File: config.mk
export PLATFORM = sky130hd
export DESIGN_NAME = rf_read_port_ctrl_flat
export DESIGN_NICKNAME = d
export VERILOG_FILES = /design/src/rtl/rf_pkg.sv /design/src/rtl/rf_read_port_ctrl_if.sv /design/src/rtl/rf_rsp_fifo.sv /design/src/rtl/rf_read_port_ctrl.sv /design/src/flat_wrapper.sv
export SDC_FILE = /design/constraint.sdc
export NUM_CORES = 1
export LEC_CHECK = 0
export ABC_CLOCK_PERIOD_IN_PS = 6500
export BUFFER_PORTS_ARGS = -buffer_cell sky130_fd_sc_hd__buf_2
export CORE_MARGIN = 2
export CORE_UTILIZATION = 46
export CTS_CLUSTER_DIAMETER = 30
export DETAILED_ROUTE_END_ITERATION = 7
export HOLD_SLACK_MARGIN = 0.05
export PLACE_DENSITY = 0.73
export SETUP_SLACK_MARGIN = 0.2
export SKIP_LAST_GASP = 1
export SLEW_MARGIN = 20
export SYNTH_ARGS = -nofsm -noshare
export SYNTH_HDL_FRONTEND = slang
export SYNTH_HIERARCHICAL = 1
export SYNTH_SLANG_ARGS = --single-unit
File: constraint.sdc
create_clock -name CLK -period 6.5 [get_ports CLK]
set_clock_uncertainty 0.05 [all_clocks]
set_input_delay 0.325 -clock CLK [delete_from_list [all_inputs] [get_ports CLK]]
set_output_delay 0.325 -clock CLK [all_outputs]
set_load 0.03 [all_outputs]
File: src/rtl/rf_pkg.sv
// Register-file shared definitions.
// Purpose : address/data/tag typedefs and the hard-wired zero register
//           address, shared by the read-port controller and the regfile
//           wrapper so both agree on widths.
// Contents: RF_ROWS, RF_ADDR_WIDTH, RF_DATA_WIDTH, RF_TAG_WIDTH,
//           rf_addr_t, rf_data_t, rf_tag_t, RF_ZERO_ADDR.
package rf_pkg;

    localparam int RF_ROWS       = 32;
    localparam int RF_ADDR_WIDTH = $clog2(RF_ROWS);
    localparam int RF_DATA_WIDTH = 32;
    localparam int RF_TAG_WIDTH  = 4;

    typedef logic [RF_ADDR_WIDTH-1:0] rf_addr_t;
    typedef logic [RF_DATA_WIDTH-1:0] rf_data_t;
    typedef logic [RF_TAG_WIDTH-1:0]  rf_tag_t;

    // r0 reads as zero regardless of what is written to it.
    localparam rf_addr_t RF_ZERO_ADDR = '0;

endpackage

File: src/rtl/rf_read_port_ctrl_if.sv
// Request/response bus of one regfile read port.
// Purpose : bundles the tagged read-request channel and the tagged
//           read-response channel between issue logic and the controller.
// Signals : REQ_VALID/REQ_READY/REQ_ADDR/REQ_TAG  request channel
//           RSP_VALID/RSP_READY/RSP_DATA/RSP_TAG  response channel
// Modports: master = issue logic, slave = rf_read_port_ctrl.
//
// Handshake rule (both channels): a transfer happens on a rising CLK edge
// where VALID and READY are both high. Once VALID is raised the sender keeps
// VALID and its payload stable until that transfer; READY may change freely
// and the receiver never waits on VALID before raising READY. The only
// exception is FLUSH, which withdraws pending responses.
interface rf_read_port_ctrl_if
    import rf_pkg::*;
#(
    parameter int ADDR_WIDTH = RF_ADDR_WIDTH,
    parameter int DATA_WIDTH = RF_DATA_WIDTH,
    parameter int TAG_WIDTH  = RF_TAG_WIDTH
);

    logic                  REQ_VALID;
    logic                  REQ_READY;
    logic [ADDR_WIDTH-1:0] REQ_ADDR;
    logic [TAG_WIDTH-1:0]  REQ_TAG;

    logic                  RSP_VALID;
    logic                  RSP_READY;
    logic [DATA_WIDTH-1:0] RSP_DATA;
    logic [TAG_WIDTH-1:0]  RSP_TAG;

    modport master (
        output REQ_VALID, REQ_ADDR, REQ_TAG, RSP_READY,
        input  REQ_READY, RSP_VALID, RSP_DATA, RSP_TAG
    );

    modport slave (
        input  REQ_VALID, REQ_ADDR, REQ_TAG, RSP_READY,
        output REQ_READY, RSP_VALID, RSP_DATA, RSP_TAG
    );

endinterface

File: src/rtl/rf_rsp_fifo.sv
// In-order response buffer for the regfile read port.
// Purpose : DEPTH-entry FIFO of {tag,data}; pointers wrap modulo DEPTH so
//           any DEPTH >= 2 works, not only powers of two.
// Ports   : CLK, RST_N (async active-low), FLUSH (sync clear),
//           PUSH/PUSH_DATA write side, POP read side,
//           HEAD_DATA oldest entry, OCC entry count 0..DEPTH.
// The caller guarantees no push when full and no pop when empty.
module rf_rsp_fifo #(
    parameter int DEPTH = 2,
    parameter int WIDTH = 36
) (
    input  logic                       CLK,
    input  logic                       RST_N,
    input  logic                       FLUSH,
    input  logic                       PUSH,
    input  logic [WIDTH-1:0]           PUSH_DATA,
    input  logic                       POP,
    output logic [WIDTH-1:0]           HEAD_DATA,
    output logic [$clog2(DEPTH+1)-1:0] OCC
);

    localparam int PW = (DEPTH > 1) ? $clog2(DEPTH) : 1;
    localparam int OW = $clog2(DEPTH + 1);

    logic [WIDTH-1:0] mem [DEPTH];
    logic [PW-1:0]    wr_ptr;
    logic [PW-1:0]    rd_ptr;
    logic [OW-1:0]    occ_q;

    function automatic logic [PW-1:0] ptr_inc(input logic [PW-1:0] p);
        return (p == PW'(DEPTH - 1)) ? '0 : p + PW'(1);
    endfunction

    always_ff @(posedge CLK or negedge RST_N) begin
        if (!RST_N) begin
            wr_ptr <= '0;
            rd_ptr <= '0;
            occ_q  <= '0;
            for (int i = 0; i < DEPTH; i++) begin
                mem[i] <= '0;
            end
        end else if (FLUSH) begin
            wr_ptr <= '0;
            rd_ptr <= '0;
            occ_q  <= '0;
        end else begin
            if (PUSH) begin
                mem[wr_ptr] <= PUSH_DATA;
                wr_ptr      <= ptr_inc(wr_ptr);
            end
            if (POP) begin
                rd_ptr <= ptr_inc(rd_ptr);
            end
            case ({PUSH, POP})
                2'b10:   occ_q <= occ_q + OW'(1);
                2'b01:   occ_q <= occ_q - OW'(1);
                default: occ_q <= occ_q;
            endcase
        end
    end

    assign HEAD_DATA = mem[rd_ptr];
    assign OCC       = occ_q;

endmodule

File: src/rtl/rf_read_port_ctrl.sv
// Read-port controller for one port of the multi-port register file
// (synchronous read, read-old-data array).
// Purpose : accepts tagged read requests, drives RF_RE/RF_RADDR, captures
//           RF_DOUT the following cycle, substitutes same-cycle write-port
//           data the array read misses, and returns tagged responses in
//           order through a small buffer.
// Ports   : CLK, RST_N (async active-low), FLUSH (sync discard)
//           bus      request/response channels (slave side)
//           RF_RE, RF_RADDR, RF_DOUT      regfile read port
//           WB_WE, WB_WADDR, WB_DIN       snooped regfile write ports
// Timing  : request accepted in cycle t, data captured at the end of t+1,
//           RSP_VALID from cycle t+2.
module rf_read_port_ctrl
    import rf_pkg::*;
#(
    parameter int ROWS       = RF_ROWS,
    parameter int ADDR_WIDTH = $clog2(ROWS),
    parameter int DATA_WIDTH = RF_DATA_WIDTH,
    parameter int WP         = 3,
    parameter int TAG_WIDTH  = RF_TAG_WIDTH,
    parameter int DEPTH      = 2
) (
    input  logic                               CLK,
    input  logic                               RST_N,
    input  logic                               FLUSH,
    rf_read_port_ctrl_if.slave                 bus,
    output logic                               RF_RE,
    output logic [ADDR_WIDTH-1:0]              RF_RADDR,
    input  logic [DATA_WIDTH-1:0]              RF_DOUT,
    input  logic [WP-1:0]                      WB_WE,
    input  logic [WP-1:0][ADDR_WIDTH-1:0]      WB_WADDR,
    input  logic [WP-1:0][DATA_WIDTH-1:0]      WB_DIN
);

    localparam int OW = $clog2(DEPTH + 1);
    localparam int CW = OW + 1;
    localparam int EW = TAG_WIDTH + DATA_WIDTH;

    logic                  accept;
    logic                  pop;
    logic                  push;
    logic [OW-1:0]         occ;
    logic [CW-1:0]         credit_used;
    logic [EW-1:0]         head_data;
    logic [EW-1:0]         push_data;

    // Forwarding snapshot taken in the accept cycle.
    logic                  fwd_hit;
    logic [DATA_WIDTH-1:0] fwd_data;

    // Read in flight between accept (t) and capture (t+1).
    logic                  inflight_q;
    logic [TAG_WIDTH-1:0]  tag_q;
    logic                  zero_q;
    logic                  hit_q;
    logic [DATA_WIDTH-1:0] fdata_q;
    logic [DATA_WIDTH-1:0] cap_data;

    assign pop = bus.RSP_VALID & bus.RSP_READY;

    // Slots committed: buffered entries plus the read in flight, minus the
    // entry leaving this cycle. Counting the pop lets a full-minus-one
    // buffer keep accepting one request per cycle while draining.
    assign credit_used = CW'(occ) + CW'(inflight_q) - CW'(pop);

    assign bus.REQ_READY = RST_N & !FLUSH & (credit_used < CW'(DEPTH));
    assign accept        = bus.REQ_VALID & bus.REQ_READY;

    assign RF_RE    = accept;
    assign RF_RADDR = RST_N ? bus.REQ_ADDR : '0;

    // The array returns pre-write data for a same-cycle write, so pick up
    // the snooped write instead. Later ports overwrite earlier ones in the
    // array, so the highest matching port wins.
    always_comb begin
        fwd_hit  = 1'b0;
        fwd_data = '0;
        for (int i = 0; i < WP; i++) begin
            if (WB_WE[i] && (WB_WADDR[i] == bus.REQ_ADDR)) begin
                fwd_hit  = 1'b1;
                fwd_data = WB_DIN[i];
            end
        end
    end

    // A new accept always overwrites the in-flight slot; FLUSH blocks
    // accept, so the in-flight read is dropped in the flush cycle.
    always_ff @(posedge CLK or negedge RST_N) begin
        if (!RST_N) begin
            inflight_q <= 1'b0;
            tag_q      <= '0;
            zero_q     <= 1'b0;
            hit_q      <= 1'b0;
            fdata_q    <= '0;
        end else begin
            inflight_q <= accept;
            if (accept) begin
                tag_q   <= bus.REQ_TAG;
                zero_q  <= (bus.REQ_ADDR == ADDR_WIDTH'(RF_ZERO_ADDR));
                hit_q   <= fwd_hit;
                fdata_q <= fwd_data;
            end
        end
    end

    // Writes after the accept cycle are deliberately not reflected.
    always_comb begin
        cap_data = RF_DOUT;
        if (zero_q) begin
            cap_data = '0;
        end else if (hit_q) begin
            cap_data = fdata_q;
        end
    end

    assign push      = inflight_q & !FLUSH;
    assign push_data = {tag_q, cap_data};

    rf_rsp_fifo #(
        .DEPTH (DEPTH),
        .WIDTH (EW)
    ) u_rsp_fifo (
        .CLK       (CLK),
        .RST_N     (RST_N),
        .FLUSH     (FLUSH),
        .PUSH      (push),
        .PUSH_DATA (push_data),
        .POP       (pop),
        .HEAD_DATA (head_data),
        .OCC       (occ)
    );

    assign bus.RSP_VALID = (occ != '0);
    assign bus.RSP_DATA  = bus.RSP_VALID ? head_data[DATA_WIDTH-1:0] : '0;
    assign bus.RSP_TAG   = bus.RSP_VALID ? head_data[DATA_WIDTH +: TAG_WIDTH] : '0;

endmodule

File: src/flat_wrapper.sv
// flat-port wrapper written by rule: the top's interface ports become plain ports
module rf_read_port_ctrl_flat import rf_pkg::*;
#(
    parameter int ROWS       = RF_ROWS,
    parameter int ADDR_WIDTH = $clog2(ROWS),
    parameter int DATA_WIDTH = RF_DATA_WIDTH,
    parameter int WP         = 3,
    parameter int TAG_WIDTH  = RF_TAG_WIDTH,
    parameter int DEPTH      = 2
)
  (CLK, RST_N, FLUSH, RF_RE, RF_RADDR, RF_DOUT, WB_WE, WB_WADDR, WB_DIN, bus_REQ_VALID, bus_REQ_ADDR, bus_REQ_TAG, bus_RSP_READY, bus_REQ_READY, bus_RSP_VALID, bus_RSP_DATA, bus_RSP_TAG);
  rf_read_port_ctrl_if #(.ADDR_WIDTH(ADDR_WIDTH), .DATA_WIDTH(DATA_WIDTH), .TAG_WIDTH(TAG_WIDTH)) bus_i ();
  input  logic CLK;
  input  logic RST_N;
  input  logic FLUSH;
  output logic RF_RE;
  output logic [ADDR_WIDTH-1:0] RF_RADDR;
  input  logic [DATA_WIDTH-1:0] RF_DOUT;
  input  logic [WP-1:0] WB_WE;
  input  logic [WP-1:0][ADDR_WIDTH-1:0] WB_WADDR;
  input  logic [WP-1:0][DATA_WIDTH-1:0] WB_DIN;
  input wire logic [$bits(bus_i.REQ_VALID)-1:0] bus_REQ_VALID;
  input wire logic [$bits(bus_i.REQ_ADDR)-1:0] bus_REQ_ADDR;
  input wire logic [$bits(bus_i.REQ_TAG)-1:0] bus_REQ_TAG;
  input wire logic [$bits(bus_i.RSP_READY)-1:0] bus_RSP_READY;
  output wire logic [$bits(bus_i.REQ_READY)-1:0] bus_REQ_READY;
  output wire logic [$bits(bus_i.RSP_VALID)-1:0] bus_RSP_VALID;
  output wire logic [$bits(bus_i.RSP_DATA)-1:0] bus_RSP_DATA;
  output wire logic [$bits(bus_i.RSP_TAG)-1:0] bus_RSP_TAG;
  assign bus_i.REQ_VALID = bus_REQ_VALID;
  assign bus_i.REQ_ADDR = bus_REQ_ADDR;
  assign bus_i.REQ_TAG = bus_REQ_TAG;
  assign bus_i.RSP_READY = bus_RSP_READY;
  assign bus_REQ_READY = bus_i.REQ_READY;
  assign bus_RSP_VALID = bus_i.RSP_VALID;
  assign bus_RSP_DATA = bus_i.RSP_DATA;
  assign bus_RSP_TAG = bus_i.RSP_TAG;
  rf_read_port_ctrl #(.ROWS(ROWS), .ADDR_WIDTH(ADDR_WIDTH), .DATA_WIDTH(DATA_WIDTH), .WP(WP), .TAG_WIDTH(TAG_WIDTH), .DEPTH(DEPTH)) u_core (.CLK(CLK), .RST_N(RST_N), .FLUSH(FLUSH), .bus(bus_i), .RF_RE(RF_RE), .RF_RADDR(RF_RADDR), .RF_DOUT(RF_DOUT), .WB_WE(WB_WE), .WB_WADDR(WB_WADDR), .WB_DIN(WB_DIN));
endmodule
==> results_dict.tcl <==
set metrics [dict create \
    status "complete, no violations" \
    cts_root_buffer "clkbuf_16" \
    tns_ns 0 \
    die_h_um 126 \
    core_um2 14500 \
    place_hpwl_mm 12.3 \
    cap_violations 0 \
    min_path_cells 3 \
    place_inst 955 \
    clockPowerShare_pct 29.6 \
    htree_levels 4 \
    place_congestion 0.809 \
    max_clock_freq_ghz 0.234 \
    worst_slew_pin_slew_ns 0.968 \
    crit_path_start_kind "flip-flop" \
    area_delta_synth_final_pct 24.8 \
    required_ns 6.12 \
    drt-pass1-iter-count 5 \
    grt_pass1_vias 5463 \
    p_switching_mw 1.25 \
    hold_viol_final 0 \
    final_area_um2 8490 \
    fin_hold_ws_ns 0.0644 \
    postCtsHoldBufs 1 \
    grt_usage_pct 22.9 \
    met1Wirelength_mm 8.00 \
    ir_worst_vdd_mv 0.222 \
    period_share_pct 65.7 \
    clk_latency_ns 0.41 \
    ios 204 \
    yosys_warnings 6 \
    dieArea_um2 15800 \
    synth_cells 607 \
    setup_viol 0 \
    p_int_mw 2.44 \
    synth_area_um2 6800 \
    max_slew_margin_pct 35.2 \
    clk_pin_slew_ns 0.05 \
    min_path_type "in2reg" \
    cts_tree "built" \
    finalNetCount 953 \
    wl_mm 17.7 \
    fp-row-count 44 \
    pwr-share-seq_pct 32.4 \
    remaining_drc_errors 0 \
    place_ws_ns 2.69 \
    drive_above_1_share_pct 47.4 \
    post_cts_resize_count 0 \
    clock_sinks 115 \
    cellPowerDensity_nw_per_um2 435 \
    post_drt_wl_per_cell_um 17.9 \
    vias_per_cell 5.32 \
    grt_max_degree 73 \
    die_x_um 126 \
    post-cts-setup-buffers 0 \
    cts_max_path_buffers 2 \
    fin_cells 989 \
    drv_slew 0 \
    dr_wl_met2_mm 8.36 \
    num_vias 5257 \
    ant_nets 0 \
    antenna_found_initial 1 \
    ys_seq_elements 115 \
    synth.distinct_cells 44 \
    routed.top_layer "met4" \
    fin_ws_ns 2.23 \
    placed_cell_area_um2 7770 \
    io_buffers 203 \
    totalPowerFinal_mw 3.69 \
    p_leak_nw 4.20 \
    p_sw_share_pct 33.8 \
    synthesis.nets 769 \
    wl_met3_um 974 \
    grt_setup_unrepaired "no" \
    reg2reg_depth 13 \
    start_util_pct 47.0 \
    worstSetupEndpointType "output pin" \
    pwr-share-comb_pct 38.0 \
    crit_fanout 40 \
    yosysSeqAreaShare_pct 42.3 \
    finalCriticalPeriod_ns 4.27 \
    grt_pass1_wl_mm 28.5 \
    cts_made_buffers 17 \
    critical_path_class "reg2out" \
    crit_arrival_ns 3.90 \
    drt_iter0_markers 451 \
    syn_area_per_cell_um2 11.2 \
    globalRouteOverflowTotal 0 \
    fin_util_pct 58.6 \
]
==> final cells by class <==
cell class,count,area (um2)
diodes,1,2.50
inverters,5,18.8
clock inverters,9,195
repair buffers,214,1100
flip-flops and latches,115,2880
fillers,1263,5990
multi-input cells,438,3550
well taps,184,230
clock buffers,23,508
==> worst max-delay path, stage by stage, from the launching register on <==
cell      delay, ns
dfrtp_1        0.45
nor2_2         0.06
nor2b_1        0.33
ha_1           0.29
nand2b_1       0.15
fa_1           0.38
xnor2_1        0.20
nand4_1        0.13
buf_4          0.28
inv_1          0.56
buf_4          0.36
buf_2          0.24
==> final timing paths <==
| path | from | slack (ns) | endpoint |
|---|---|---|---|
| min | bus_REQ_TAG[2] | 0.06 | u_core/tag_q[2] |
| min in group asynchronous | RST_N | 0.44 | u_core/fdata_q[11] |
| max reg2reg | u_core/u_rsp_fifo/OCC[1] | 2.82 | u_core/fdata_q[31] |
| max in group asynchronous | RST_N | 4.55 | u_core/hit_q |
| min reg2reg | u_core/u_rsp_fifo/mem[0] | 0.45 | u_core/u_rsp_fifo/mem[0] |
| max | u_core/u_rsp_fifo/OCC[1] | 2.23 | RF_RE |
==> layout by cell type (no fill, tap or decap), types with 3 or more instances in the layout <==
| cell | synthesis | layout |
|---|---|---|
| buf_2 | 13 | 202 |
| dfrtp_1 | 115 | 114 |
| nor2_1 | 69 | 68 |
| mux2_4 | 60 | 60 |
| mux2_2 | 48 | 48 |
| nor2b_1 | 39 | 39 |
| mux2i_1 | 32 | 32 |
| nand3_1 | 32 | 32 |
| nor3_1 | 32 | 32 |
| a21oi_1 | 31 | 31 |
| a211oi_2 | 18 | 18 |
| clkbuf_16 | 0 | 17 |
| nand2_1 | 14 | 14 |
| xor2_1 | 13 | 13 |
| a211oi_1 | 13 | 13 |
| buf_4 | 6 | 11 |
| xnor2_1 | 7 | 7 |
| bufinv_16 | 0 | 6 |
| clkbuf_8 | 1 | 6 |
| inv_1 | 5 | 5 |
| and2_1 | 4 | 4 |
| clkinv_2 | 0 | 3 |
==> metal layers <==
layer	vias to the layer above	global-route usage, %
met1	2524	31.0
met3	29	4.32
met5	-	0
li1	2499	-
met2	205	36.7
met4	0	8.50
==> synth_stat cells <==
master / instances / share of area [%]
buf_2: 13 / 0.96
o21ai_0: 1 / 0.074
nand4b_2: 1 / 0.22
a31o_2: 1 / 0.13
clkbuf_8: 1 / 0.20
xnor2_1: 7 / 0.90
and2_2: 1 / 0.11
a211oi_1: 13 / 1.4
fa_1: 1 / 0.29
buf_4: 6 / 0.66
xor2_1: 13 / 1.7
buf_6: 11 / 1.8
ha_1: 1 / 0.18
nand3b_1: 1 / 0.11
or3_1: 1 / 0.092
nor2b_1: 39 / 3.6
clkbuf_1: 13 / 0.72
nand3_1: 32 / 2.4
buf_12: 3 / 0.88
a211oi_2: 18 / 3.3
dfrtp_1: 115 / 42
mux2i_1: 32 / 4.7
nand4_1: 2 / 0.18
or4_2: 1 / 0.13
mux2_2: 48 / 7.9
nand2b_1: 1 / 0.092
buf_1: 2 / 0.11
inv_1: 5 / 0.28
nor3_1: 32 / 2.4
nor4_2: 1 / 0.18
nor3b_1: 2 / 0.22
and3_1: 3 / 0.28
o32a_1: 1 / 0.15
and2_1: 4 / 0.37
o31ai_1: 1 / 0.11
mux2_4: 60 / 13
nor2_1: 69 / 3.8
a2bb2oi_1: 1 / 0.13
o211ai_1: 1 / 0.11
and3b_2: 1 / 0.15
nor3b_2: 1 / 0.18
a21oi_1: 31 / 2.3
nand2_1: 14 / 0.77
nor4_1: 2 / 0.18
==> cell families after synthesis <==
logic type,Yosys count,synth area share [%]
fa+ha+maj,2,0.478
compound gates,68,7.73
buf+inv,54,5.63
mux,140,25.9
xor+xnor,20,2.58
flops,115,42.3
simple gates,208,15.4
==> state kept, by name, indices dropped and copies added (netlist names) <==
signal,count
u_core/u_rsp_fifo/OCC,2
u_core/zero_q,1
u_core/u_rsp_fifo/mem,72
u_core/u_rsp_fifo/rd_ptr,1
u_core/u_rsp_fifo/wr_ptr,1
u_core/hit_q,1
u_core/tag_q,4
u_core/inflight_q,1
u_core/fdata_q,32
==> power by group through the flow <==
stage / Clock (mW) / Sequential (mW) / Combinational (mW)
detailed placement: 0 / 1.20 / 1.40
CTS: 1.11 / 1.19 / 1.41
floorplan: 0 / 1.08 / 1.14
global placement: 0 / 1.19 / 1.38
global route: 1.14 / 1.23 / 1.52
finish: 1.09 / 1.19 / 1.40
(Power assumes the default switching activity.)
